--- config.mk ---
export PLATFORM = sky130hd
export DESIGN_NAME = systolic_ctrl
export DESIGN_NICKNAME = d
export VERILOG_FILES = /design/src/rtl/systolic_pkg.sv /design/src/rtl/systolic_ctrl_skew.sv /design/src/rtl/systolic_ctrl.sv
export SDC_FILE = /design/constraint.sdc
export NUM_CORES = 1
export LEC_CHECK = 0
export BUFFER_PORTS_ARGS = -buffer_cell sky130_fd_sc_hd__buf_2
export CELL_PAD_IN_SITES_DETAIL_PLACEMENT = 0
export CELL_PAD_IN_SITES_GLOBAL_PLACEMENT = 1
export CORE_MARGIN = 2
export CORE_UTILIZATION = 42
export DETAILED_ROUTE_END_ITERATION = 10
export PLACE_DENSITY = 0.92
export SYNTH_ARGS = -nofsm -noshare
export SYNTH_HDL_FRONTEND = slang
export SYNTH_SLANG_ARGS = --single-unit
--- constraint.sdc ---
create_clock -name clk -period 4.7 [get_ports clk]
set_clock_uncertainty 0.05 [all_clocks]
set_input_delay 0.94 -clock clk [delete_from_list [all_inputs] [get_ports clk]]
set_output_delay 0.94 -clock clk [all_outputs]
set_load 0.02 [all_outputs]
--- src/rtl/systolic_pkg.sv ---
// Shared constants and state encoding for the systolic array sequencer.
// Default parameters are consumed by systolic_ctrl and may be overridden per instance.
package systolic_pkg;

  localparam int DEF_ARRAY_N    = 4;
  localparam int DEF_DATA_WIDTH = 8;
  localparam int DEF_K_MAX      = 16;

  // Wavefront needs 2N-1 extra cycles after the last read to reach PE[N-1][N-1].
  localparam int DRAIN_CYCLES = 2 * DEF_ARRAY_N - 1;

  typedef enum logic [1:0] {
    IDLE  = 2'd0,
    FEED  = 2'd1,
    DRAIN = 2'd2,
    DONE  = 2'd3
  } state_t;

  function automatic int drain_cycles_for(input int n);
    return 2 * n - 1;
  endfunction

endpackage

--- src/rtl/systolic_ctrl_skew.sv ---
// skew_line: DEPTH-stage shift register of {valid, data} used to stagger one array lane.
// DEPTH = 0 degenerates to a plain wire.
module skew_line #(
  parameter int DEPTH = 1,
  parameter int WIDTH = 8
) (
  input  logic             clk,
  input  logic             rst_n,
  input  logic             flush,
  input  logic             src_valid,
  input  logic [WIDTH-1:0] src_data,
  output logic             dly_valid,
  output logic [WIDTH-1:0] dly_data
);

  if (DEPTH == 0) begin : g_wire
    logic unused_ctrl;
    assign unused_ctrl = ^{clk, rst_n, flush};
    assign dly_valid   = src_valid;
    assign dly_data    = src_data;
  end else begin : g_pipe
    for (genvar gi = 0; gi < DEPTH; gi++) begin : g_stage
      logic             stage_valid_next;
      logic [WIDTH-1:0] stage_data_next;
      logic             stage_valid_reg;
      logic [WIDTH-1:0] stage_data_reg;

      if (gi == 0) begin : g_head
        assign stage_valid_next = src_valid;
        assign stage_data_next  = src_data;
      end else begin : g_body
        assign stage_valid_next = g_stage[gi-1].stage_valid_reg;
        assign stage_data_next  = g_stage[gi-1].stage_data_reg;
      end

      always_ff @(posedge clk or negedge rst_n) begin
        if (!rst_n) begin
          stage_valid_reg <= 1'b0;
          stage_data_reg  <= '0;
        end else if (flush) begin
          stage_valid_reg <= 1'b0;
          stage_data_reg  <= '0;
        end else begin
          stage_valid_reg <= stage_valid_next;
          stage_data_reg  <= stage_data_next;
        end
      end
    end

    assign dly_valid = g_stage[DEPTH-1].stage_valid_reg;
    assign dly_data  = g_stage[DEPTH-1].stage_data_reg;
  end

endmodule

--- src/rtl/systolic_ctrl.sv ---
// Sequencer for an N x N output-stationary PE array: reads k operand slices,
// skews them diagonally onto the array edges, waits for the drain and pulses done.
module systolic_ctrl
  import systolic_pkg::*;
#(
  parameter int ARRAY_N    = DEF_ARRAY_N,
  parameter int DATA_WIDTH = DEF_DATA_WIDTH,
  parameter int K_MAX      = DEF_K_MAX,
  parameter int KW         = $clog2(K_MAX + 1),
  parameter int AW         = $clog2(K_MAX)
) (
  input  logic                          clk,
  input  logic                          rst_n,
  input  logic                          start,
  input  logic [KW-1:0]                 cfg_k,
  input  logic                          abort,
  output logic                          buf_rd_en,
  output logic [AW-1:0]                 buf_rd_addr,
  input  logic [ARRAY_N*DATA_WIDTH-1:0] a_rd_data,
  input  logic [ARRAY_N*DATA_WIDTH-1:0] b_rd_data,
  output logic [ARRAY_N*DATA_WIDTH-1:0] arr_left,
  output logic [ARRAY_N*DATA_WIDTH-1:0] arr_top,
  output logic                          busy,
  output logic                          done
);

  localparam int DRAIN_LEN = drain_cycles_for(ARRAY_N);
  localparam int DW        = $clog2(2 * ARRAY_N);

  state_t        state_reg, state_next;
  logic [KW-1:0] k_reg, k_next;
  logic [AW-1:0] addr_reg, addr_next;
  logic [DW-1:0] drain_reg, drain_next;
  logic          valid_reg;

  logic [KW-1:0] k_req;
  logic          addr_last;
  logic          drain_last;

  // Oversized requests are clamped rather than rejected.
  assign k_req      = (cfg_k > KW'(K_MAX)) ? KW'(K_MAX) : cfg_k;
  assign addr_last  = (KW'(addr_reg) == (k_reg - KW'(1)));
  assign drain_last = (drain_reg == DW'(DRAIN_LEN - 1));

  always_ff @(posedge clk or negedge rst_n) begin
    if (!rst_n) begin
      state_reg <= IDLE;
      k_reg     <= '0;
      addr_reg  <= '0;
      drain_reg <= '0;
    end else begin
      state_reg <= state_next;
      k_reg     <= k_next;
      addr_reg  <= addr_next;
      drain_reg <= drain_next;
    end
  end

  always_comb begin
    state_next = state_reg;
    k_next     = k_reg;
    addr_next  = addr_reg;
    drain_next = drain_reg;
    if (abort) begin
      state_next = IDLE;
      addr_next  = '0;
      drain_next = '0;
    end else begin
      case (state_reg)
        IDLE: begin
          if (start) begin
            addr_next = '0;
            if (k_req == '0) begin
              state_next = DONE;
            end else begin
              state_next = FEED;
              k_next     = k_req;
            end
          end
        end
        FEED: begin
          if (addr_last) begin
            state_next = DRAIN;
            addr_next  = '0;
            drain_next = '0;
          end else begin
            addr_next = addr_reg + AW'(1);
          end
        end
        DRAIN: begin
          if (drain_last) begin
            state_next = DONE;
            drain_next = '0;
          end else begin
            drain_next = drain_reg + DW'(1);
          end
        end
        DONE:    state_next = IDLE;
        default: state_next = IDLE;
      endcase
    end
  end

  assign buf_rd_en   = (state_reg == FEED);
  assign buf_rd_addr = addr_reg;
  assign busy        = (state_reg == FEED) || (state_reg == DRAIN);
  assign done        = (state_reg == DONE);

  // Buffer data arrives one cycle after the strobe; this bit marks it valid.
  always_ff @(posedge clk or negedge rst_n) begin
    if (!rst_n) begin
      valid_reg <= 1'b0;
    end else begin
      valid_reg <= buf_rd_en && !abort;
    end
  end

  for (genvar gi = 0; gi < ARRAY_N; gi++) begin : g_lane
    logic [DATA_WIDTH-1:0] row_src, col_src;
    logic [DATA_WIDTH-1:0] row_dly, col_dly;
    logic                  row_vld, col_vld;

    assign row_src = valid_reg ? a_rd_data[gi*DATA_WIDTH +: DATA_WIDTH] : '0;
    assign col_src = valid_reg ? b_rd_data[gi*DATA_WIDTH +: DATA_WIDTH] : '0;

    skew_line #(
      .DEPTH(gi),
      .WIDTH(DATA_WIDTH)
    ) u_row_skew (
      .clk      (clk),
      .rst_n    (rst_n),
      .flush    (abort),
      .src_valid(valid_reg),
      .src_data (row_src),
      .dly_valid(row_vld),
      .dly_data (row_dly)
    );

    skew_line #(
      .DEPTH(gi),
      .WIDTH(DATA_WIDTH)
    ) u_col_skew (
      .clk      (clk),
      .rst_n    (rst_n),
      .flush    (abort),
      .src_valid(valid_reg),
      .src_data (col_src),
      .dly_valid(col_vld),
      .dly_data (col_dly)
    );

    // Lanes outside their valid window are forced to zero.
    assign arr_left[gi*DATA_WIDTH +: DATA_WIDTH] = row_vld ? row_dly : '0;
    assign arr_top[gi*DATA_WIDTH +: DATA_WIDTH]  = col_vld ? col_dly : '0;
  end

endmodule

==> insert_results.sql, run 1 <==
INSERT INTO impl_metrics (metric_group, metric, value, unit) VALUES
('routing', 'drc', '0', ''),
('routing', 'route.detailed.vias_per_inst', '4.56', ''),
('finish', 'layout.cells.most_common', 'sky130_fd_sc_hd__buf_2', ''),
('power', 'leakagePower', '0.00328', 'uW'),
('sta', 'period_share', '53.5', '%'),
('sta', 'slew_headroom', '27.3', '%'),
('sta', 'tns', '0', 'ns'),
('synthesis', 'yosys.cell_types.count', '33', ''),
('synthesis', 'syn_inst', '391', ''),
('clock_tree', 'clock_tree.buffer_depth', '2', ''),
('synthesis', 'synth.ff_latch_count', '114', ''),
('worst_setup_path', 'worst-setup-path-type', 'flip-flop to output pin', ''),
('sta', 'tightestPinTransition', '1.09', 'ns'),
('global_routing', 'grt_pass1_vias', '3135', ''),
('finish', 'area_growth_syn_to_layout', '31.5', '%'),
('clock_tree', 'ctsHoldBuffers', '0', ''),
('sta', 'final_max_tran_viols', '0', ''),
('synthesis', 'synth.yosys.warnings', '0', ''),
('routing', 'drt_wl_cell', '12.7', 'um'),
('worst_setup_path', 'timing.critical_path.from_type', 'flip-flop', ''),
('clock_tree', 'ctsHtreeMaxLevel', '4', ''),
('clock_tree', 'clk_root_buffer_cell', 'sky130_fd_sc_hd__clkbuf_8', ''),
('clock_tree', 'cts_setup_buffers', '0', ''),
('clock_tree', 'clock-sinks', '114', ''),
('floorplan', 'chipWidth', '108', 'um'),
('clock_tree', 'post_cts_clock_slew_at_the_launch_and_capture_registers_of_the_worst_setup_and_hold_paths', '0.06', 'ns'),
('finish', 'post_route_cells_drive_above_1_share', '33.0', '%'),
('routing', 'firstDrtPassIters', '4', ''),
('floorplan', 'start_util', '42.5', '%'),
('global_routing', 'grt-ovfl-total', '0', ''),
('global_routing', 'first_pass_grt_wire_length', '14500', 'um'),
('finish', 'layout.nets', '619', ''),
('global_routing', 'grt_util_all_layers', '16.3', '%'),
('routing', 'vias', '3159', ''),
('synthesis', 'yosys.area.top_type_share', '62.4', '%'),
('routing', 'route.antenna.remaining_nets', '0', ''),
('sta', 'setup_viol', '0', ''),
('power', 'ir_drop', '251', 'uV'),
('synthesis', 'mappedNetlistArea', '4570', 'um2'),
('synthesis', 'largest_cells_by_area_after_synthesis', 'sky130_fd_sc_hd__dfrtp_1, sky130_fd_sc_hd__and2_1, sky130_fd_sc_hd__nor2b_1, sky130_fd_sc_hd__ha_1, sky130_fd_sc_hd__nand2_1', ''),
('worst_setup_path', 'crit_path_end_kind', 'output pin', ''),
('global_routing', 'grt_antenna_before_repair', '1', ''),
('placement', 'numPortBuffers', '143', ''),
('worst_setup_path', 'critPathMaxFanout', '4', ''),
('routing', 'detailedRoute.firstIterationViolations', '74', ''),
('placement', 'preCtsSetupSlack', '1.84', 'ns'),
('sta', 'timing_hold_violations_final', '0', ''),
('floorplan', 'rows', '38', ''),
('status', 'outcome', 'complete, no violations', ''),
('worst_setup_path', 'crit-reg2reg-launch', 'k_reg[0]', ''),
('floorplan', 'coreArea', '10700', 'um2'),
('power', 'power_per_unit_of_standard_cell_area', '469', 'nW/um2'),
('worst_setup_path', 'cp.required', '3.71', 'ns'),
('sta', 'final.setup.worst_slack', '2.19', 'ns'),
('synthesis', 'postSynthAreaPerCell', '11.7', 'um2'),
('floorplan', 'total_die_area', '11700', 'um2'),
('synthesis', 'seq_area_frac_synth', '62.4', '%'),
('synthesis', 'synth_nets', '471', ''),
('worst_setup_path', 'crit_start', 'state_reg[0]', ''),
('routing', 'wire_length_after_detailed_routing', '8780', 'um'),
('finish', 'layout.cells.most_common_list', 'sky130_fd_sc_hd__buf_2, sky130_fd_sc_hd__dfrtp_1, sky130_fd_sc_hd__and2_1', ''),
('clock_tree', 'clock_latency', '0.50', 'ns'),
('run', 'drv.max_cap_violation_count', '0', ''),
('placement', 'dp.cells', '660', ''),
('clock_tree', 'cts.repair.resized', '0', ''),
('hold_path', 'hold_path_class', 'flip-flop to flip-flop', ''),
('sta', 'grt_setup_unrepaired', 'no', ''),
('placement', 'gp_congestion', '0.792', ''),
('global_routing', 'grt_start_max_net_pins', '91', ''),
('finish', 'finish.cell_count_without_fillers', '693', ''),
('floorplan', 'die_h', '108', 'um'),
('sta', 'finalWorstPathRequiredPeriod', '2.51', 'ns'),
('placement', 'dp_hpwl', '6000', 'um'),
('clock_tree', 'cts_tree', 'yes', ''),
('clock_tree', 'cts_made_buffers', '17', ''),
('sta', 'fmax', '398', 'MHz'),
('synthesis', 'synthDominantAreaCellType', 'sky130_fd_sc_hd__dfrtp_1', ''),
('floorplan', 'io_pins', '144', ''),
('worst_setup_path', 'crit_arrival', '1.52', 'ns');
-- worst max-delay path, stage by stage (launching register included) --
cell and delay, ns:
sky130_fd_sc_hd__dfrtp_1 0.41, sky130_fd_sc_hd__inv_1 0.11, sky130_fd_sc_hd__ha_1 0.34, sky130_fd_sc_hd__buf_2 0.17
-- kinds of logic after synthesis --
logic type	synth area share [%]
xor gates and xnor gates	0.958
AOI/OAI and AO/OA	4.52
adders and majority gates	1.92
buffers and inverters	2.30
DFF	62.4
muxes	0.547
and+or+nand+nor	27.3
-- routing by layer --
metal | vias to the layer above | routed length [um] | track usage (%)
li1 | 1547 | - | -
met1 | 1497 | 3580 | 18.5
met2 | 100 | 4540 | 27.8
met3 | 15 | 458 | 4.34
met4 | 0 | 205 | 8.97
met5 | - | 0 | 0
-- layout make-up --
class,instances,area [um2]
inverter,12,45.0
antenna,1,2.50
clock buffer,17,414
fill,917,4740
multi-input combinational,249,1620
sequential,114,2850
timing repair buffer,145,733
clock inverter,15,170
tap,140,175
-- synth_stat cells --
library cell,count
sky130_fd_sc_hd__o21ai_0,6
sky130_fd_sc_hd__nand4_1,1
sky130_fd_sc_hd__and3_1,1
sky130_fd_sc_hd__nor2b_1,51
sky130_fd_sc_hd__a31oi_1,3
sky130_fd_sc_hd__a21oi_1,3
sky130_fd_sc_hd__mux2_4,1
sky130_fd_sc_hd__o221ai_4,1
sky130_fd_sc_hd__o211ai_2,1
sky130_fd_sc_hd__and2_1,113
sky130_fd_sc_hd__mux2i_1,1
sky130_fd_sc_hd__nor4bb_1,1
sky130_fd_sc_hd__a221oi_1,1
sky130_fd_sc_hd__inv_1,12
sky130_fd_sc_hd__dfrtp_1,114
sky130_fd_sc_hd__clkbuf_1,16
sky130_fd_sc_hd__nor3_1,4
sky130_fd_sc_hd__xnor2_1,4
sky130_fd_sc_hd__and4_1,1
sky130_fd_sc_hd__nand2_1,17
sky130_fd_sc_hd__nand4b_1,1
sky130_fd_sc_hd__o211a_1,2
sky130_fd_sc_hd__o211a_4,1
sky130_fd_sc_hd__ha_1,7
sky130_fd_sc_hd__o22ai_1,1
sky130_fd_sc_hd__nand3_1,5
sky130_fd_sc_hd__nand3b_1,5
sky130_fd_sc_hd__a41o_1,1
sky130_fd_sc_hd__a22o_1,2
sky130_fd_sc_hd__a41oi_1,1
sky130_fd_sc_hd__o211ai_1,2
sky130_fd_sc_hd__xor2_1,1
sky130_fd_sc_hd__nor2_1,10
-- path summary, 6_finish.rpt --
kind	depth (start not counted)	to	slack (ns)
worst max-delay path	3	busy	2.19
worst min-delay path	1	g_lane[2].u_row_skew.dly_data[3]	0.41
worst max register to register	7	state_reg[0]	2.61
worst min register to register	1	g_lane[2].u_row_skew.dly_data[3]	0.41
max in group asynchronous	2	asynchronous set/reset pin	3.08
min in group asynchronous	1	k_reg[2]	0.57
-- where the power goes --
| group | total, uW | internal (uW) | leakage [uW] | switching, uW |
|---|---|---|---|---|
| Clock | 1240 | 769 | 0.000283 | 471 |
| Sequential | 1120 | 1060 | 0.00158 | 63.8 |
| Combinational | 458 | 192 | 0.00142 | 266 |
| Total | 2820 | 2020 | 0.00328 | 800 |
-- through the flow --
stage | total power (uW) | cell area (um2) | util (%) | hold WS (ns)
global route | 2960 | 6010 | 55.9 | 0.427
CTS | 2850 | 6010 | 55.9 | 0.410
detailed placement | 1600 | 5420 | 50.5 | 0.399
finish | 2820 | 6010 | 55.9 | 0.408
floorplan | 1450 | 4570 | - | 0.389
global placement | 1570 | 5420 | 50.5 | 0.392
No activity file was read; power rests on OpenSTA's default activity.
==> run 2, diff against run 1 <==
--- a/config.mk
+++ b/config.mk
@@ -5,13 +5,14 @@
 export SDC_FILE = /design/constraint.sdc
 export NUM_CORES = 1
 export LEC_CHECK = 0
+export ABC_AREA = 1
 export BUFFER_PORTS_ARGS = -buffer_cell sky130_fd_sc_hd__buf_2
 export CELL_PAD_IN_SITES_DETAIL_PLACEMENT = 0
 export CELL_PAD_IN_SITES_GLOBAL_PLACEMENT = 1
 export CORE_MARGIN = 2
-export CORE_UTILIZATION = 42
+export CORE_UTILIZATION = 33
 export DETAILED_ROUTE_END_ITERATION = 10
-export PLACE_DENSITY = 0.92
+export PLACE_DENSITY = 0.83
 export SYNTH_ARGS = -nofsm -noshare
 export SYNTH_HDL_FRONTEND = slang
 export SYNTH_SLANG_ARGS = --single-unit
==> constraint.sdc (replaced) <==
create_clock -name clk -period 2.31 [get_ports clk]
set_clock_uncertainty 0.05 [all_clocks]
set_input_delay 0.462 -clock clk [delete_from_list [all_inputs] [get_ports clk]]
set_output_delay 0.462 -clock clk [all_outputs]
set_load 0.02 [all_outputs]
==> run 2 against run 1 <==
Against the previous run: the flow now finishes with violations (negative hold slack); count of clock-buffer cells in the layout up 6; global-route usage decreased by 2.8 points; via count grew 18%; critical path depth did not move; utilization down 12 points; clock power up 110%; hold slack worse by 0.41 ns; die area is 32% higher; sequential share of layout area down 2.2 points; routed wire length up 10%.
==> insert_results.sql, run 2 <==
INSERT INTO impl_metrics (metric_group, metric, value, unit) VALUES
('global_routing', 'grt-ovfl-total', '0', ''),
('status', 'failed_checks', 'negative hold slack', ''),
('global_routing', 'grt_pass1_vias', '3498', ''),
('worst_setup_path', 'number_of_cells_on_the_critical_path', '3', ''),
('worst_setup_path', 'crit_path_end_kind', 'output pin', ''),
('power', 'netSwitchingPower', '1710', 'uW'),
('synthesis', 'largest_cells_by_area_after_synthesis', 'sky130_fd_sc_hd__dfrtp_1, sky130_fd_sc_hd__nand2_1, sky130_fd_sc_hd__inv_1, sky130_fd_sc_hd__nor2_1, sky130_fd_sc_hd__ha_1', ''),
('sta', 'slew_headroom', '61.1', '%'),
('finish', 'area_growth_syn_to_layout', '31.5', '%'),
('placement', 'numPortBuffers', '143', ''),
('sta', 'tightestPinTransition', '0.584', 'ns'),
('worst_setup_path', 'reg2reg_depth', '12', ''),
('hold_path', 'hold_path_class', 'input pin to asynchronous set/reset pin', ''),
('finish', 'layout.nets', '809', ''),
('worst_setup_path', 'timing.critical_path.max_delay_family', 'flip-flops', ''),
('placement', 'placed_area', '5700', 'um2'),
('sta', 'final_max_tran_viols', '0', ''),
('clock_tree', 'clk_root_buffer_cell', 'sky130_fd_sc_hd__clkbuf_16', ''),
('power', 'ir_drop', '465', 'uV'),
('power', 'clkPwrFrac', '43.6', '%'),
('global_routing', 'grt_util_all_layers', '13.5', '%'),
('worst_setup_path', 'crit_arrival', '1.49', 'ns'),
('clock_tree', 'clock_latency', '0.41', 'ns'),
('finish', 'post_route_cells_drive_above_1_share', '25.3', '%'),
('synthesis', 'synthDominantAreaCellType', 'sky130_fd_sc_hd__dfrtp_1', ''),
('routing', 'drc', '0', ''),
('floorplan', 'chipWidth', '124', 'um'),
('synthesis', 'syn_inst', '586', ''),
('power', 'swShare', '28.5', '%'),
('clock_tree', 'cts_made_buffers', '17', ''),
('clock_tree', 'cts.repair.resized', '0', ''),
('finish', 'layout.cells.most_common_list', 'sky130_fd_sc_hd__nand2_1, sky130_fd_sc_hd__buf_2, sky130_fd_sc_hd__inv_1', ''),
('routing', 'detailedRoute.firstIterationViolations', '186', ''),
('worst_setup_path', 'crit-reg2reg-launch', 'k_reg[0]', ''),
('floorplan', 'die_h', '124', 'um'),
('run', 'drv.max_cap_violation_count', '0', ''),
('synthesis', 'synth.ff_latch_count', '114', ''),
('floorplan', 'io_pins', '144', ''),
('worst_setup_path', 'critical_path.slowest_cell', 'sky130_fd_sc_hd__dfrtp_1', ''),
('clock_tree', 'ctsHtreeMaxLevel', '4', ''),
('worst_setup_path', 'timing.critical_path.from_type', 'flip-flop', ''),
('power', 'design_power_total', '5990', 'uW'),
('sta', 'timing_hold_violations_final', '7', ''),
('worst_setup_path', 'critical_path.cell_chain', 'nand2_1 > inv_1 > buf_2', ''),
('floorplan', 'total_die_area', '15500', 'um2'),
('worst_setup_path', 'worst-setup-path-type', 'flip-flop to output pin', ''),
('clock_tree', 'ctsHoldBuffers', '0', ''),
('routing', 'route.antenna.remaining_nets', '0', ''),
('sta', 'setup_viol', '0', ''),
('routing', 'vias', '3729', ''),
('clock_tree', 'post_cts_clock_slew_at_the_launch_and_capture_registers_of_the_worst_setup_and_hold_paths', '0.06', 'ns'),
('sta', 'tns', '0', 'ns'),
('floorplan', 'coreArea', '14400', 'um2'),
('power', 'power.combinational.fraction', '17.7', '%'),
('power', 'seq_power_share', '38.7', '%'),
('sta', 'period_share', '86.5', '%'),
('global_routing', 'grt_start_max_net_pins', '86', ''),
('synthesis', 'synth-main-ff-cell', 'sky130_fd_sc_hd__dfrtp_1', ''),
('finish', 'diodes_inserted', '0', ''),
('worst_setup_path', 'reg2reg_slack', '0.52', 'ns'),
('status', 'outcome', 'complete, but fails checks', ''),
('routing', 'wire_length_after_detailed_routing', '9680', 'um'),
('sta', 'grt_setup_unrepaired', 'no', ''),
('worst_setup_path', 'critPathMaxFanout', '17', ''),
('synthesis', 'seq_area_frac_synth', '59.6', '%'),
('synthesis', 'yosys.cell_types.count', '24', ''),
('synthesis', 'yosys.area.top_type_share', '59.6', '%'),
('routing', 'route.detailed.vias_per_inst', '4.03', ''),
('worst_setup_path', 'cp.required', '1.80', 'ns'),
('sta', 'fmax', '501', 'MHz'),
('clock_tree', 'clock-sinks', '114', ''),
('routing', 'drt_wl_cell', '10.5', 'um'),
('sta', 'finalWorstPathRequiredPeriod', '2.00', 'ns'),
('global_routing', 'first_pass_grt_wire_length', '16500', 'um'),
('finish', 'fin_area', '6300', 'um2'),
('synthesis', 'synth_commonest_cells', 'sky130_fd_sc_hd__nand2_1, sky130_fd_sc_hd__inv_1, sky130_fd_sc_hd__dfrtp_1', ''),
('placement', 'gp_congestion', '0.792', ''),
('synthesis', 'synth_nets', '666', ''),
('worst_setup_path', 'cpPeakStageDelay', '0.69', 'ns'),
('synthesis', 'synth.yosys.warnings', '0', ''),
('floorplan', 'start_util', '33.3', '%'),
('placement', 'dp_hpwl', '6540', 'um'),
('floorplan', 'rows', '44', ''),
('sta', 'whs', '-0.00443', 'ns'),
('synthesis', 'most_repeated_cell_in_the_gate_level_netlist_after_synthesis', 'sky130_fd_sc_hd__nand2_1', ''),
('clock_tree', 'cts_setup_buffers', '0', ''),
('synthesis', 'postSynthAreaPerCell', '8.17', 'um2'),
('synthesis', 'synth_async_sr_flop_share', '100', '%'),
('finish', 'layout.cells.most_common', 'sky130_fd_sc_hd__nand2_1', ''),
('clock_tree', 'cts_tree', 'yes', ''),
('synthesis', 'number_of_synthesized_flops_with_an_enable_pin', '0', ''),
('global_routing', 'grt_antenna_before_repair', '0', ''),
('power', 'power_per_unit_of_standard_cell_area', '951', 'nW/um2'),
('clock_tree', 'clock_tree.buffer_depth', '2', ''),
('power', 'intPower', '4290', 'uW'),
('worst_setup_path', 'cp_num_buf_inv', '2', ''),
('power', 'leakagePower', '0.00387', 'uW'),
('routing', 'firstDrtPassIters', '5', ''),
('synthesis', 'mappedNetlistArea', '4790', 'um2');
-- run 2: changes by cell type in the layout (fill, tap and decap cells not counted), sizes merged, moves of 3 or more --
cell	before	now
and2	113	0
buf	145	149
clkbuf	17	23
inv	20	137
nand2	17	156
nand3	5	15
nand3b	5	2
nor2	10	112
nor2b	51	0
o211a	3	0
xnor2	4	1
-- run 2: final timing paths --
path | endpoint
setup / recovery | arr_left[8]
hold / removal | buf_rd_addr[2]
setup reg to reg | drain_reg[2]
hold reg to reg | g_lane[3].u_row_skew.dly_data[7]
max in group asynchronous | g_lane[2].u_row_skew.dly_data[1]
min in group clk | flip-flop
-- run 2: kinds of logic (layout without fill, tap and decap cells) --
family                     Yosys count  in the layout  synth area share [%]
AOI/OAI and AO/OA                   14             14                  1.72
xor gates and xnor gates             2              2                 0.366
adders and majority gates            7              7                  1.83
buffers and inverters              162            318                  13.0
DFF                                114            114                  59.6
and+or+nand+nor                    287            287                  23.5
-- run 2: per-layer routing --
metal  global-route usage (%)  part of all wire [%]
met5                        0                     0
met3                     3.52                   4.2
met2                     22.2                    49
met4                     6.94                   2.4
met1                     16.3                    44
-- run 2: layout make-up --
class	instances	area, um2
Clock buffer	23	468
Clock inverter	9	130
Fill cell	1450	8070
Inverter	137	514
Multi-Input combinational cell	310	1310
Sequential cell	114	2850
Tap cell	184	230
Timing Repair Buffer	149	791
-- run 2: stage by stage --
step | setup WS [ns] | instances | util [%]
5_1_grt | 0.154 | 926 | 43.8
2_1_floorplan | 0.734 | 586 | -
3_3_place_gp | 0.598 | 894 | 39.7
6_report | 0.313 | 926 | 43.8
4_1_cts | 0.256 | 926 | 43.8
3_5_place_dp | 0.557 | 894 | 39.7
-- run 2: power groups by stage --
stage,registers (uW),clock network [uW],logic (uW)
2_1_floorplan,2280,0,808
3_3_place_gp,2350,0,1070
3_5_place_dp,2350,0,1070
4_1_cts,2320,2690,1080
5_1_grt,2350,2790,1230
6_report,2320,2610,1060
==> run 3, diff against run 2 <==
--- a/config.mk
+++ b/config.mk
@@ -10,9 +10,10 @@
 export CELL_PAD_IN_SITES_DETAIL_PLACEMENT = 0
 export CELL_PAD_IN_SITES_GLOBAL_PLACEMENT = 1
 export CORE_MARGIN = 2
-export CORE_UTILIZATION = 33
+export CORE_UTILIZATION = 37
 export DETAILED_ROUTE_END_ITERATION = 10
-export PLACE_DENSITY = 0.83
+export MAX_ROUTING_LAYER = met4
+export PLACE_DENSITY = 0.87
 export SYNTH_ARGS = -nofsm -noshare
 export SYNTH_HDL_FRONTEND = slang
 export SYNTH_SLANG_ARGS = --single-unit
==> constraint.sdc (replaced) <==
create_clock -name clk -period 1.9 [get_ports clk]
set_clock_uncertainty 0.05 [all_clocks]
set_input_delay 0.38 -clock clk [delete_from_list [all_inputs] [get_ports clk]]
set_output_delay 0.38 -clock clk [all_outputs]
set_load 0.02 [all_outputs]
==> run 3 against run 2 <==
Against the previous run: register-to-register slack got worse by 0.38 ns; the flow now finishes without violations; first-iteration DRC count decreased by 7.5%; flip-flop and latch count is the same; hold slack better by 0.15 ns; final cell count down 1.6%; routed wire length shrank 2.4%; clock power grew 23%; non-clock buffer count unchanged; combinational power increased by 23%; critical path depth did not move; global-route usage up 1.5 points; design area is essentially flat.
==> insert_results.sql, run 3 (synthesized netlist as in run 2, its figures left out) <==
INSERT INTO impl_metrics (metric_group, metric, value, unit) VALUES
('status', 'outcome', 'complete, no violations', ''),
('routing', 'detailedRoute.firstIterationViolations', '172', ''),
('power', 'leakagePower', '0.00387', 'uW'),
('clock_tree', 'post_cts_clock_slew_at_the_launch_and_capture_registers_of_the_worst_setup_and_hold_paths', '0.05', 'ns'),
('routing', 'drt_wl_cell', '10.4', 'um'),
('finish', 'diodes_inserted', '0', ''),
('run', 'drv.max_cap_violation_count', '0', ''),
('routing', 'route.antenna.remaining_nets', '0', ''),
('global_routing', 'grt_util_all_layers', '15.0', '%'),
('clock_tree', 'cts_tree', 'yes', ''),
('global_routing', 'grt-ovfl-total', '0', ''),
('clock_tree', 'clock_tree.buffer_depth', '2', ''),
('worst_setup_path', 'crit_arrival', '1.38', 'ns'),
('worst_setup_path', 'reg2reg_depth', '12', ''),
('clock_tree', 'clock_latency', '0.39', 'ns'),
('worst_setup_path', 'critPathMaxFanout', '5', ''),
('sta', 'final_max_tran_viols', '0', ''),
('floorplan', 'rows', '41', ''),
('sta', 'period_share', '95.5', '%'),
('floorplan', 'io_pins', '144', ''),
('sta', 'tns', '0', 'ns'),
('global_routing', 'grt_antenna_before_repair', '0', ''),
('routing', 'firstDrtPassIters', '4', ''),
('finish', 'area_growth_syn_to_layout', '31.6', '%'),
('clock_tree', 'cts_made_buffers', '17', ''),
('clock_tree', 'clk_root_buffer_cell', 'sky130_fd_sc_hd__clkbuf_16', ''),
('finish', 'layout.cells.most_common_list', 'sky130_fd_sc_hd__nand2_1, sky130_fd_sc_hd__buf_2, sky130_fd_sc_hd__inv_1', ''),
('sta', 'grt_setup_unrepaired', 'no', ''),
('floorplan', 'chipWidth', '118', 'um'),
('routing', 'vias', '3794', ''),
('placement', 'dp_hpwl', '6730', 'um'),
('clock_tree', 'ctsHtreeMaxLevel', '4', ''),
('worst_setup_path', 'worst-setup-path-type', 'flip-flop to output pin', ''),
('placement', 'gp_congestion', '0.739', ''),
('sta', 'timing_hold_violations_final', '0', ''),
('sta', 'slew_headroom', '57.1', '%'),
('global_routing', 'grt_pass1_vias', '3875', ''),
('routing', 'route.detailed.vias_per_inst', '4.16', ''),
('global_routing', 'global_route.usage.met2', '25.7', '%'),
('floorplan', 'die_h', '118', 'um'),
('sta', 'final.setup.worst_slack', '0.0860', 'ns'),
('sta', 'fmax', '551', 'MHz'),
('placement', 'preCtsSetupSlack', '0.114', 'ns'),
('floorplan', 'start_util', '37.9', '%'),
('finish', 'post_route_cells_drive_above_1_share', '25.7', '%'),
('routing', 'wire_length_after_detailed_routing', '9450', 'um'),
('floorplan', 'total_die_area', '13900', 'um2'),
('sta', 'finalWorstPathRequiredPeriod', '1.81', 'ns'),
('worst_setup_path', 'cp.required', '1.47', 'ns'),
('power', 'design_power_total', '7350', 'uW'),
('sta', 'tightestPinTransition', '0.644', 'ns'),
('global_routing', 'grt_util_met3', '4.41', '%'),
('global_routing', 'grt-busiest-layer', 'met2', ''),
('power', 'power_per_unit_of_standard_cell_area', '1170', 'nW/um2'),
('finish', 'fin_area', '6300', 'um2'),
('placement', 'numPortBuffers', '143', ''),
('finish', 'layout.nets', '809', ''),
('floorplan', 'coreArea', '12600', 'um2'),
('hold_path', 'hold_path_class', 'input pin to flip-flop', ''),
('global_routing', 'first_pass_grt_wire_length', '16300', 'um'),
('placement', 'placed_area', '5680', 'um2'),
('sta', 'setup_viol', '0', ''),
('hold_path', 'worst_hold_path.num_cells', '3', ''),
('finish', 'layout.cells.most_common', 'sky130_fd_sc_hd__nand2_1', ''),
('global_routing', 'grt_start_max_net_pins', '66', ''),
('clock_tree', 'clock-sinks', '114', ''),
('worst_setup_path', 'timing.critical_path.from_type', 'flip-flop', ''),
('routing', 'drc', '0', ''),
('worst_setup_path', 'crit_path_end_kind', 'output pin', ''),
('global_routing', 'use_met1', '16.6', '%'),
('power', 'ir_drop', '461', 'uV');
[run 3: routing by layer]
metal	part of all wire, %	vias to the layer above
met5	0	-
met4	1.5	0
met3	5.1	13
met2	49	113
met1	44	1732
li1	-	1936
[run 3: path summary, 6_finish.rpt]
| check | from | to | slack (ns) |
|---|---|---|---|
| worst max-delay path | state_reg[0] | busy | 0.09 |
| worst min-delay path | a_rd_data[12] | g_lane[1].u_row_skew.dly_data[4] | 0.15 |
| worst max register to register | k_reg[0] | drain_reg[0] | 0.14 |
| worst min register to register | flip-flop | g_lane[3].u_row_skew.dly_data[1] | 0.40 |
| max in group asynchronous | rst_n | g_lane[2].u_col_skew.dly_valid | 0.71 |
| min in group asynchronous | rst_n | buf_rd_addr[3] | 0.46 |
[run 3: power breakdown]
part	internal, uW	switching, uW	leakage [uW]
clock	2190	1020	0.000293
combinational	457	847	0.00200
sequential	2640	193	0.00157
[run 3: area by class of cell]
class / instances / area, um2
Fill cell: 1241 / 6320
Inverter: 137 / 514
Timing Repair Buffer: 149 / 793
Sequential cell: 114 / 2860
Multi-Input combinational cell: 310 / 1320
Tap cell: 172 / 215
Clock inverter: 11 / 164
Clock buffer: 18 / 439
[run 3: critical path: stages (launching register included)]
cell and delay, ns:
sky130_fd_sc_hd__dfrtp_1 0.40, sky130_fd_sc_hd__inv_1 0.10, sky130_fd_sc_hd__ha_1 0.32, sky130_fd_sc_hd__buf_2 0.17
[run 3: repair_timing]
item,CTS,global route
pin swaps,0,0
setup buffers,0,0
resized for setup,1,3
setup endpoints to repair,4,36
endpoints found under the hold margin,36,0
hold buffers,1,0
[run 3: stage by stage]
step,hold WS [ns],instances,utilization [%]
final,0.147,911,49.9
after global routing,0.132,911,49.9
after CTS,0.130,911,49.9
after detailed placement,0.340,881,45.0
after global placement,0.329,881,45.0
after floorplan,0.0344,586,-
